--- src/rtl/udp_pkg.sv ---
// UDP header insertion: shared state encoding, header constant,
// latched header fields and checksum substitution helper.
package udp_pkg;

  localparam int UDP_HDR_BYTES = 8;

  typedef enum logic [1:0] {
    IDLE,
    HDR0,
    HDR1,
    PAYLOAD
  } state_t;

  typedef struct packed {
    logic [31:0] ip_dest;
    logic [31:0] ip_src;
    logic [15:0] port_dest;
    logic [15:0] port_src;
    logic [15:0] len;
    logic [15:0] csum;
  } hdr_t;

  // A zero checksum means "not computed" on the wire, so the
  // all-ones form of zero is sent instead.
  function automatic logic [15:0] csum_fix(
    input logic [15:0] c
  );
    return (c == 16'h0000) ? 16'hFFFF : c;
  endfunction

endpackage

--- src/rtl/udp_header_insert.sv ---
// Prepends an 8-byte UDP header (two 32-bit beats) to a payload stream.
// Ports: clk/reset_n; s_* header fields + AXI-S payload in; m_* header+payload out.
module udp_header_insert #(
  parameter int UDP_HDR_BYTES = udp_pkg::UDP_HDR_BYTES
) (
  input  logic        clk,
  input  logic        reset_n,
  input  logic [31:0] s_ip_dest,
  input  logic [31:0] s_ip_src,
  input  logic [15:0] s_port_dest,
  input  logic [15:0] s_port_src,
  input  logic [15:0] s_len,
  input  logic [15:0] s_csum,
  input  logic [31:0] s_tdata,
  input  logic [3:0]  s_tkeep,
  input  logic        s_tlast,
  input  logic        s_tvalid,
  output logic        s_tready,
  output logic [31:0] m_ip_dest,
  output logic [31:0] m_ip_src,
  output logic [31:0] m_tdata,
  output logic [3:0]  m_tkeep,
  output logic        m_tlast,
  output logic        m_tvalid,
  input  logic        m_tready
);

  import udp_pkg::*;

  state_t state;
  state_t state_nxt;
  hdr_t   hdr_q;

  logic [31:0] out_data;
  logic [3:0]  out_keep;
  logic        out_last;
  logic        out_valid;

  logic hdr_latch;
  logic s_fire;

  assign s_fire = s_tvalid && s_tready;

  // IDLE may only latch a new header once the previous packet's
  // last beat has left (or is leaving) the output register, so
  // m_ip_* never changes under a pending beat.
  // In HDR1 the register is empty, so the first payload beat is
  // taken in the same cycle the second header word transfers.
  always_comb begin
    state_nxt = state;
    s_tready  = 1'b0;
    hdr_latch = 1'b0;
    unique case (state)
      IDLE: begin
        if (s_tvalid && (!out_valid || m_tready)) begin
          hdr_latch = 1'b1;
          state_nxt = HDR0;
        end
      end
      HDR0: begin
        if (m_tready) state_nxt = HDR1;
      end
      HDR1: begin
        s_tready = m_tready;
        if (m_tready) begin
          if (s_tvalid && s_tlast) state_nxt = IDLE;
          else                     state_nxt = PAYLOAD;
        end
      end
      PAYLOAD: begin
        s_tready = !out_valid || m_tready;
        if (s_tvalid && s_tready && s_tlast) state_nxt = IDLE;
      end
      default: state_nxt = IDLE;
    endcase
  end

  always_ff @(posedge clk or negedge reset_n) begin
    if (!reset_n) begin
      state <= IDLE;
    end else begin
      state <= state_nxt;
    end
  end

  always_ff @(posedge clk or negedge reset_n) begin
    if (!reset_n) begin
      hdr_q <= '0;
    end else if (hdr_latch) begin
      hdr_q.ip_dest   <= s_ip_dest;
      hdr_q.ip_src    <= s_ip_src;
      hdr_q.port_dest <= s_port_dest;
      hdr_q.port_src  <= s_port_src;
      hdr_q.len       <= s_len;
      hdr_q.csum      <= s_csum;
    end
  end

  always_ff @(posedge clk or negedge reset_n) begin
    if (!reset_n) begin
      out_data  <= '0;
      out_keep  <= '0;
      out_last  <= 1'b0;
      out_valid <= 1'b0;
    end else if (s_fire) begin
      out_data  <= s_tdata;
      out_keep  <= s_tkeep;
      out_last  <= s_tlast;
      out_valid <= 1'b1;
    end else if (m_tready) begin
      out_valid <= 1'b0;
    end
  end

  logic [15:0] udp_len;
  assign udp_len = hdr_q.len + 16'(UDP_HDR_BYTES);

  always_comb begin
    m_tvalid = out_valid;
    m_tdata  = out_data;
    m_tkeep  = out_keep;
    m_tlast  = out_last;
    unique case (1'b1)
      (state == HDR0): begin
        m_tvalid = 1'b1;
        m_tdata  = {hdr_q.port_src, hdr_q.port_dest};
        m_tkeep  = 4'hF;
        m_tlast  = 1'b0;
      end
      (state == HDR1): begin
        m_tvalid = 1'b1;
        m_tdata  = {udp_len, csum_fix(hdr_q.csum)};
        m_tkeep  = 4'hF;
        m_tlast  = 1'b0;
      end
      default: ;
    endcase
  end

  assign m_ip_dest = hdr_q.ip_dest;
  assign m_ip_src  = hdr_q.ip_src;

endmodule
--- config.mk ---
export PLATFORM = sky130hd
export DESIGN_NAME = udp_header_insert
export DESIGN_NICKNAME = d
export VERILOG_FILES = /design/src/rtl/udp_pkg.sv /design/src/rtl/udp_header_insert.sv
export SDC_FILE = /design/constraint.sdc
export NUM_CORES = 1
export LEC_CHECK = 0
export ABC_AREA = 1
export BUFFER_PORTS_ARGS = -buffer_cell sky130_fd_sc_hd__buf_4
export CAP_MARGIN = 10
export CELL_PAD_IN_SITES_DETAIL_PLACEMENT = 0
export CELL_PAD_IN_SITES_GLOBAL_PLACEMENT = 2
export CORE_UTILIZATION = 33
export DETAILED_ROUTE_END_ITERATION = 8
export PLACE_DENSITY_LB_ADDON = 0.1
export SLEW_MARGIN = 15
export SYNTH_ARGS = -nofsm -noshare
export SYNTH_HDL_FRONTEND = slang
export SYNTH_SLANG_ARGS = --single-unit
--- constraint.sdc ---
create_clock -name clk -period 5.2 [get_ports clk]
set_clock_uncertainty 0.2 [all_clocks]
set_input_delay 1.56 -clock clk [delete_from_list [all_inputs] [get_ports clk]]
set_output_delay 1.56 -clock clk [all_outputs]
set_load 0.02 [all_outputs]
==> results of run 1 <==
-- layout make-up --
cell class	instances	area [um^2]
fillers	2418	13700
flip-flops and latches	168	4200
multi-input cells	490	3090
repair buffers	282	2160
clock buffers	19	433
well taps	324	405
clock inverters	13	134
inverters	34	128
-- final timing paths --
path                                    end  slack (ns)        start  cells after the start
worst max-delay path             m_tdata[0]        0.93     state[1]                      6
worst min-delay path            out_keep[2]        0.27  out_keep[2]                      2
worst max register to register     out_last        2.36     state[0]                     10
worst min register to register  out_keep[2]        0.27  out_keep[2]                      2
max in group asynchronous         hdr_q[46]        2.86      reset_n                      2
min in group asynchronous       m_ip_src[9]        0.91      reset_n                      1
-- power breakdown --
part / internal [mW] / leakage, nW / switching [mW] / total (mW)
registers: 1.95 / 1.99 / 0.361 / 2.32
logic: 1.82 / 3.05 / 2.26 / 4.07
clock network: 0.675 / 0.273 / 0.574 / 1.25
total: 4.45 / 5.31 / 3.19 / 7.64
-- through the flow --
step | setup WS [ns] | utilization [%]
after detailed placement | 1.23 | 41.2
after global placement | 1.24 | 41.2
after floorplan | 1.27 | -
final | 0.929 | 43.5
after global routing | 0.783 | 43.5
after CTS | 0.915 | 43.5
-- critical path, cell delays in order (launching register included) --
cell and delay [ns]:
sky130_fd_sc_hd__dfrtp_1 0.43, sky130_fd_sc_hd__inv_1 0.12, sky130_fd_sc_hd__ha_1 0.74, sky130_fd_sc_hd__buf_4 0.34, sky130_fd_sc_hd__a21oi_1 0.08, sky130_fd_sc_hd__a21oi_1 0.20, sky130_fd_sc_hd__buf_4 0.18
-- sequential cells by signal (all words and copies together) (netlist names) --
| name | flops |
|---|---|
| hdr_q | 64 |
| m_ip_dest | 32 |
| m_ip_src | 32 |
| out_data | 32 |
| out_keep | 4 |
| out_last | 1 |
| out_valid | 1 |
| state | 2 |
-- cell usage in the layout (no fill, tap or decap) --
cell type,count
sky130_fd_sc_hd__mux2_2,63
sky130_fd_sc_hd__o21ai_4,1
sky130_fd_sc_hd__buf_12,3
sky130_fd_sc_hd__clkbuf_16,17
sky130_fd_sc_hd__inv_6,4
sky130_fd_sc_hd__inv_2,2
sky130_fd_sc_hd__nor2_2,1
sky130_fd_sc_hd__mux2_4,40
sky130_fd_sc_hd__clkinvlp_4,2
sky130_fd_sc_hd__nand4_1,4
sky130_fd_sc_hd__clkinv_2,1
sky130_fd_sc_hd__inv_8,2
sky130_fd_sc_hd__nor3_1,1
sky130_fd_sc_hd__a21oi_1,90
sky130_fd_sc_hd__clkinv_4,3
sky130_fd_sc_hd__mux2_1,2
sky130_fd_sc_hd__ha_1,6
sky130_fd_sc_hd__nand2_2,1
sky130_fd_sc_hd__buf_4,278
sky130_fd_sc_hd__nand3b_1,1
sky130_fd_sc_hd__dfrtp_1,168
sky130_fd_sc_hd__a21o_1,2
sky130_fd_sc_hd__clkbuf_1,2
sky130_fd_sc_hd__o211ai_1,1
sky130_fd_sc_hd__bufinv_16,1
sky130_fd_sc_hd__nor2_1,71
sky130_fd_sc_hd__nand2_1,138
sky130_fd_sc_hd__inv_1,32
sky130_fd_sc_hd__nand3_4,1
sky130_fd_sc_hd__o21ai_0,9
sky130_fd_sc_hd__buf_6,1
sky130_fd_sc_hd__nand3_1,52
sky130_fd_sc_hd__or2_2,6
-- cells by family after synthesis --
kind of cell             share of synthesized area, %
multiplexers                                     16.4
buffers and inverters                            10.5
AND/OR/NAND/NOR                                  14.1
adder cells (fa/ha/maj)                         0.924
flip-flops                                       51.7
AO/OA/AOI/OAI                                    6.44
-- routing by layer --
| layer | wire length, um | vias to the layer above | share of wire, % | global-route usage (%) |
|---|---|---|---|---|
| li1 | - | 2958 | - | - |
| met1 | 10900 | 2884 | 49 | 25.5 |
| met2 | 9530 | 205 | 43 | 26.5 |
| met3 | 1520 | 12 | 6.8 | 5.07 |
| met4 | 208 | 0 | 0.94 | 4.24 |
| met5 | 0 | - | 0 | 0 |
==> run_results.csv, run 1 <==
group,metric,value,unit
run_status,status,"completed",
floorplanning,row_count,57,
pwr,p_total,7.64,mW
cts,cts_setup_buffers,0,
detailed_routing,drt-total-wl,22.2,mm
cts,reg_clk_slew_reported_paths,0.07,ns
logic_synthesis,synth_area_leaders,"sky130_fd_sc_hd__dfrtp_1 52%, sky130_fd_sc_hd__mux2_2 8.7%, sky130_fd_sc_hd__mux2_4 7.4%, sky130_fd_sc_hd__nand2_1 6.4%, sky130_fd_sc_hd__buf_4 6.2%",
logic_synthesis,post_synthesis_cell_count,800,
worst_setup_path,cp.arrival,2.51,ns
sta,slew_violations,0,
cells_and_area,n_antenna_cell,0,
worst_hold_path,hold_path_class,"reg2reg",
cells_and_area,post_route_cells_drive_above_1_share,42.4,%
pwr,irDropWorstVdd,0.466,mV
cts,cts_hold_buffers,0,
worst_setup_path,timing.critical_path.to_type,"output port",
detailed_routing,routed_wire_length_per_instance,16.7,um
worst_setup_path,required,3.44,ns
sta,fin_worst_hold_slack,0.271,ns
logic_synthesis,async_s_r_ff_share_synth,100,%
cts,clkLatencyLatePin,0.42,ns
sta,fmax,0.234,GHz
detailed_routing,drtIter0Drc,416,
logic_synthesis,count_of_flip_flops_with_a_built_in_enable_after_synthesis,0,
cts,h-tree-depth,4,
detailed_routing,route.antenna.remaining_nets,0,
sta,setup-violations-final,0,
placed_design,place_hpwl,15.5,mm
placed_design,dpl_cell_area,9990,um^2
sta,timing_hold_violations_final,0,
sta,setup_tns,0,ns
sta,unrepaired_setup_endpoints_after_global_routing,"no",
cts,clockRootBuffer,"sky130_fd_sc_hd__clkbuf_16",
cells_and_area,stdcell_area,10600,um^2
cts,cts.sinks,168,
logic_synthesis,yosys_warnings,0,
sta,post-route-min-period,4.27,ns
floorplanning,fp.dieW,159,um
logic_synthesis,netlist_top_cells_count,"168 x sky130_fd_sc_hd__dfrtp_1, 138 x sky130_fd_sc_hd__nand2_1, 90 x sky130_fd_sc_hd__a21oi_1",
detailed_routing,detail_route.first_pass.iterations,7,
global_routing,pin_count_of_the_biggest_net_entering_global_routing,87,
placed_design,gp_congestion,0.751,
floorplanning,fp.coreArea,24200,um^2
floorplanning,start_util,33.5,%
worst_setup_path,worst-setup-path-type,"reg2out",
global_routing,first_pass_grt_wire_length,35.4,mm
detailed_routing,vias_per_cell,4.56,
sta,slew_headroom,41.9,%
cts,buffers_from_clock_root_to_sink_at_most,2,
logic_synthesis,synth_top_cell_area_share,51.7,%
cells_and_area,nNetsFinal,1168,
logic_synthesis,count_of_distinct_cell_types_in_the_synthesized_netlist,28,
cells_and_area,finalNonFillerCells,1330,
pwr,power_per_cell_area,724,nW/um^2
cts,post_cts.resized_instances,0,
placed_design,placed_cells_incl_taps,1298,
worst_setup_path,crit_fanout,21,
logic_synthesis,synthesis.area_per_instance,10.2,um^2
global_routing,via_count_of_the_first_global_routing_pass,6223,
worst_setup_path,critical_path.startpoint_type,"flop",
logic_synthesis,syn_nets,975,
sta,pin_slew_with_the_least_headroom_to_its_limit,0.872,ns
logic_synthesis,yosysTopAreaCell,"sky130_fd_sc_hd__dfrtp_1",
global_routing,grt-ovfl-total,0,
detailed_routing,vias,6059,
placed_design,place.port_buffers,271,
logic_synthesis,synth-seq-area-share,51.7,%
floorplanning,io_pins,272,
cts,tritoncts,"done",
cts,cts_made_buffers,17,
sta,period_share,82.1,%
detailed_routing,number_of_remaining_drc_errors,0,
global_routing,track_usage,17.8,%
global_routing,initial_antenna_violation_count,0,
logic_synthesis,synth_flop_cell,"sky130_fd_sc_hd__dfrtp_1",
logic_synthesis,syn_area,8130,um^2
cells_and_area,area_growth,29.9,%
logic_synthesis,post-synth-top-count-cell,"sky130_fd_sc_hd__dfrtp_1",
logic_synthesis,postSynthRegisterBits,168,
job,max-cap-violations,0,
floorplanning,die_height,159,um
pwr,leakage,5.31,nW
floorplanning,die_area,25300,um^2
Power figures use the tool's default switching activity.
==> run 2: changes to the inputs <==
CORE_UTILIZATION = 28   (was 33)
clock period = 3.82 ns   (was 5.2 ns; I/O delays follow)
==> run_results.csv, run 2 (synthesis gave the netlist of run 1 again) <==
group,metric,value,unit
detailed_routing,vias_per_cell,4.33,
sta,setup-violations-final,0,
floorplanning,row_count,62,
floorplanning,die_area,29700,um^2
global_routing,pin_count_of_the_biggest_net_entering_global_routing,75,
sta,fmax,0.275,GHz
sta,post-route-min-period,3.64,ns
global_routing,via_count_of_the_first_global_routing_pass,6083,
run_status,status,"completed",
cells_and_area,area_growth,32.0,%
global_routing,track_usage,15.9,%
pwr,leakage,5.37,nW
cells_and_area,n_antenna_cell,0,
floorplanning,start_util,28.4,%
cts,reg_clk_slew_reported_paths,0.08,ns
placed_design,place_hpwl,16.8,mm
cts,tritoncts,"done",
sta,timing_hold_violations_final,0,
global_routing,initial_antenna_violation_count,1,
sta,slew_headroom,60.6,%
cts,cts_made_buffers,17,
cts,clkLatencyLatePin,0.43,ns
sta,pin_slew_with_the_least_headroom_to_its_limit,0.590,ns
global_routing,first_pass_grt_wire_length,35.3,mm
job,max-cap-violations,0,
worst_setup_path,cp.arrival,2.30,ns
worst_setup_path,largest_incremental_delay_on_the_critical_path,0.43,ns
sta,unrepaired_setup_endpoints_after_global_routing,"no",
placed_design,dpl_cell_area,10100,um^2
placed_design,place.port_buffers,271,
cts,buffers_from_clock_root_to_sink_at_most,2,
cells_and_area,layout.core_utilization,37.5,%
detailed_routing,number_of_remaining_drc_errors,0,
detailed_routing,routed_wire_length_per_instance,17.0,um
global_routing,grt-ovfl-total,0,
worst_setup_path,timing.critical_path.cells,"inv_1, ha_1, inv_1, buf_12, a21oi_1, a21oi_1, buf_4",
cts,cts_setup_buffers,0,
worst_hold_path,hold_path_class,"reg2reg",
floorplanning,die_height,172,um
detailed_routing,drt-total-wl,23.7,mm
pwr,power_per_cell_area,992,nW/um^2
cts,cts_hold_buffers,0,
floorplanning,io_pins,272,
cells_and_area,post_route_cells_drive_above_1_share,42.8,%
detailed_routing,detail_route.first_pass.iterations,4,
worst_setup_path,required,2.47,ns
cells_and_area,stdcell_area,10700,um^2
cts,h-tree-depth,4,
placed_design,gp_congestion,0.751,
sta,period_share,95.3,%
cts,cts.sinks,168,
floorplanning,fp.dieW,172,um
cells_and_area,max_reg_flops,64,
detailed_routing,route.antenna.remaining_nets,0,
sta,setup_tns,0,ns
worst_setup_path,worst_path_max_delay_cell,"sky130_fd_sc_hd__dfrtp_1",
worst_setup_path,timing.critical_path.to_type,"output port",
cells_and_area,registers.top_by_ff_count,"hdr_q",
worst_setup_path,crit_fanout,25,
cells_and_area,layout.cells.most_common_list,"278 x sky130_fd_sc_hd__buf_4, 168 x sky130_fd_sc_hd__dfrtp_1, 138 x sky130_fd_sc_hd__nand2_1",
detailed_routing,drtIter0Drc,335,
cts,clockRootBuffer,"sky130_fd_sc_hd__clkbuf_16",
detailed_routing,vias,6032,
cells_and_area,nNetsFinal,1171,
pwr,irDropWorstVdd,0.421,mV
cts,post_cts.resized_instances,0,
sta,slew_violations,0,
pwr,p_total,10.6,mW
floorplanning,fp.coreArea,28600,um^2
sta,fin_worst_hold_slack,0.264,ns
cells_and_area,layout.cells.most_common,"sky130_fd_sc_hd__buf_4",
worst_setup_path,critical_path.startpoint_type,"flop",
cells_and_area,fillCellCount,2921,
worst_setup_path,worst-setup-path-type,"reg2out",
## run 2: routing by layer
metal | vias up | global-route usage (%) | wire length (um)
met5 | - | 0 | 12
li1 | 2959 | - | -
met3 | 18 | 3.91 | 1390
met4 | 2 | 4.16 | 214
met2 | 185 | 23.9 | 10500
met1 | 2868 | 22.5 | 11600
## run 2: area by class of cell
cell class / count / area, um^2 / share of cell area (%)
clock buffer: 19 / 453 / 4.22
timing repair buffer: 285 / 2220 / 20.7
inverter: 34 / 128 / 1.19
sequential: 168 / 4200 / 39.2
tap: 384 / 480 / 4.48
clock inverter: 13 / 153 / 1.42
multi-input combinational: 490 / 3090 / 28.8
## run 2: worst max-delay path, delay by kind of cell (launching register included)
| family | cells | cell delay, ns |
|---|---|---|
| fa+ha+maj | 1 | 0.29 |
| flops | 1 | 0.43 |
| buf+inv | 4 | 0.80 |
| compound gates | 2 | 0.33 |
## run 2: path summary, 6_finish.rpt
path / from / endpoint / slack [ns] / depth (start not counted)
setup / recovery: state[1] / m_tdata[15] / 0.18 / 7
hold / removal: out_keep[3] / out_keep[3] / 0.26 / 2
setup reg to reg: state[0] / out_last / 1.47 / 9
hold reg to reg: out_keep[3] / out_keep[3] / 0.26 / 2
max in group asynchronous: reset_n / out_data[12] / 2.19 / 2
min in group asynchronous: reset_n / m_ip_src[8] / 0.46 / 1
## run 2: power by group
part           internal (mW)  leakage [nW]  switching, mW  total, mW
combinational           2.53          3.08           3.15       5.68
clock                  0.973         0.300          0.847       1.82
sequential              2.66          1.99          0.485       3.14
## run 2: stage by stage
stage,instances,setup slack [ns]
floorplan,800,0.722
global placement,1361,0.656
detailed placement,1361,0.621
CTS,1393,0.143
global route,1393,0.00821
finish,1393,0.179
==> run 3: changes to the inputs <==
BUFFER_PORTS_ARGS = -buffer_cell sky130_fd_sc_hd__buf_2   (was -buffer_cell sky130_fd_sc_hd__buf_4)
SKIP_CTS_REPAIR_TIMING = 1   (was unset)
==> run_results.csv, run 3 (synthesis gave the netlist of run 1 again) <==
group,metric,value,unit
run_status,status,"completed",
global_routing,pin_count_of_the_biggest_net_entering_global_routing,64,
worst_hold_path,hold_path.startpoint,"out_keep[3]",
cts,reg_clk_slew_reported_paths,0.08,ns
sta,timing_hold_violations_final,0,
worst_setup_path,r2r_setup_slack,1.49,ns
cells_and_area,ff_latch_area,4200,um^2
cts,cts.sinks,168,
placed_design,placed_cells_incl_taps,1368,
worst_hold_path,worstHoldPathCells,2,
global_routing,first_pass_grt_wire_length,34.8,mm
floorplanning,row_count,62,
cells_and_area,layout.cells.most_common_list,"270 x sky130_fd_sc_hd__buf_2, 168 x sky130_fd_sc_hd__dfrtp_1, 138 x sky130_fd_sc_hd__nand2_1",
detailed_routing,drt-total-wl,23.3,mm
floorplanning,io_pins,272,
sta,slew_violations,0,
floorplanning,die_height,172,um
cts,buffers_from_clock_root_to_sink_at_most,2,
detailed_routing,vias_per_cell,4.33,
sta,slew_headroom,58.4,%
sta,period_share,92.0,%
placed_design,place.port_buffers,271,
cts,clockRootBuffer,"sky130_fd_sc_hd__clkbuf_16",
placed_design,gp_congestion,0.712,
cts,tritoncts,"done",
cts,h-tree-depth,4,
global_routing,use_met1,21.6,%
sta,setup_tns,0,ns
detailed_routing,routed_wire_length_per_instance,16.6,um
global_routing,top_usage_layer,"met2",
floorplanning,fp.dieW,172,um
cts,cts_made_buffers,17,
sta,setup-violations-final,0,
worst_setup_path,critical_path.reg2reg.startpoint,"state[0]",
worst_setup_path,cp.arrival,2.17,ns
pwr,power_per_cell_area,1000,nW/um^2
detailed_routing,drtIter0Drc,292,
cells_and_area,fillCellCount,3036,
floorplanning,fp.coreArea,28600,um^2
worst_setup_path,crit_fanout,17,
cells_and_area,layout.cells.most_common,"sky130_fd_sc_hd__buf_2",
global_routing,grt-ovfl-total,0,
worst_setup_path,worst_r2r_endpoint,"out_data[12]",
global_routing,grt.met2_usage,24.0,%
worst_setup_path,critical_path.startpoint_type,"flop",
cells_and_area,area_growth,23.9,%
detailed_routing,number_of_remaining_drc_errors,0,
global_routing,initial_antenna_violation_count,3,
detailed_routing,vias,6072,
cts,clkLatencyLatePin,0.43,ns
cells_and_area,post_route_cells_drive_above_1_share,43.2,%
job,max-cap-violations,0,
sta,unrepaired_setup_endpoints_after_global_routing,"no",
floorplanning,die_area,29700,um^2
cells_and_area,finalNonFillerCells,1401,
worst_setup_path,required,2.47,ns
cells_and_area,multi_input_area,3090,um^2
cells_and_area,registers.top_by_ff_count,"hdr_q",
worst_hold_path,hold_path_class,"reg2reg",
global_routing,via_count_of_the_first_global_routing_pass,6000,
sta,pin_slew_with_the_least_headroom_to_its_limit,0.625,ns
detailed_routing,detail_route.first_pass.iterations,4,
sta,post-route-min-period,3.51,ns
pwr,leakage,5.17,nW
cells_and_area,nNetsFinal,1178,
placed_design,place_hpwl,16.9,mm
worst_setup_path,timing.reg2reg.worst_path_depth,9,
global_routing,gr-usage-met3,5.04,%
cells_and_area,max_reg_flops,64,
sta,fmax,0.285,GHz
detailed_routing,route.antenna.remaining_nets,0,
worst_setup_path,worst-setup-path-type,"reg2out",
floorplanning,start_util,28.4,%
pwr,irDropWorstVdd,0.392,mV
worst_setup_path,timing.critical_path.to_type,"output port",
global_routing,track_usage,15.7,%
worst_hold_path,whs_endpoint,"out_keep[3]",
[run 3: cell types whose count changed in the layout (fill, tap and decap cells not counted)]
cell | before | now
sky130_fd_sc_hd__inv_6 | 6 | 5
sky130_fd_sc_hd__clkinv_4 | 1 | 2
sky130_fd_sc_hd__buf_12 | 6 | 3
sky130_fd_sc_hd__buf_4 | 278 | 18
sky130_fd_sc_hd__buf_2 | 0 | 270
sky130_fd_sc_hd__diode_2 | 0 | 1
[run 3: final cells by class]
type	count	area share (%)
sequential	168	41.7
multi-input combinational	490	30.7
clock inverter	13	1.52
timing repair buffer	292	15.5
antenna	1	0.0249
clock buffer	19	4.50
tap	384	4.77
inverter	34	1.27
[run 3: per-stage QoR]
stage | area [um^2] | util [%] | hold WS, ns | power (mW) | worst slack (ns)
after CTS | 10100 | 35.2 | 0.275 | 10.3 | 0.253
after floorplan | 8130 | - | 0.234 | 7.09 | 0.722
after global routing | 10100 | 35.2 | 0.288 | 10.9 | 0.0645
after global placement | 9460 | 33.1 | 0.247 | 8.44 | 0.702
after detailed placement | 9460 | 33.1 | 0.255 | 8.42 | 0.684
final | 10100 | 35.2 | 0.268 | 10.1 | 0.305
[run 3: where the power goes]
group	total [mW]	internal (mW)	leakage (nW)	switching, mW
Clock	1.80	0.971	0.300	0.826
Combinational	5.16	2.03	2.88	3.13
Sequential	3.13	2.66	1.99	0.468
Total	10.1	5.66	5.17	4.42
[run 3: per-layer routing]
metal	share of wire, %	wire length [um]	vias to the layer above
met4	0.61	141	4
met5	0.082	19	-
li1	-	-	2976
met3	7.2	1690	12
met1	48	11100	2893
met2	44	10300	187
[run 3: how the worst max path moves through the flow]
stage	start	end	slack [ns]	cells past startpoint
2_1_floorplan	m_tready	s_tready	0.72	6
3_3_place_gp	m_tready	s_tready	0.70	6
3_5_place_dp	m_tready	s_tready	0.68	6
4_1_cts	state[1]	m_tdata[14]	0.25	7
5_1_grt	hdr_q[0]	m_tdata[12]	0.06	8
6_report	state[1]	m_tdata[15]	0.31	7
[run 3: critical path: stages, from the launching register on]
cell and delay, ns:
sky130_fd_sc_hd__dfrtp_1 0.45, sky130_fd_sc_hd__inv_1 0.11, sky130_fd_sc_hd__ha_1 0.32, sky130_fd_sc_hd__inv_1 0.08
sky130_fd_sc_hd__buf_4 0.24, sky130_fd_sc_hd__a21oi_1 0.09, sky130_fd_sc_hd__a21oi_1 0.22, sky130_fd_sc_hd__buf_2 0.21
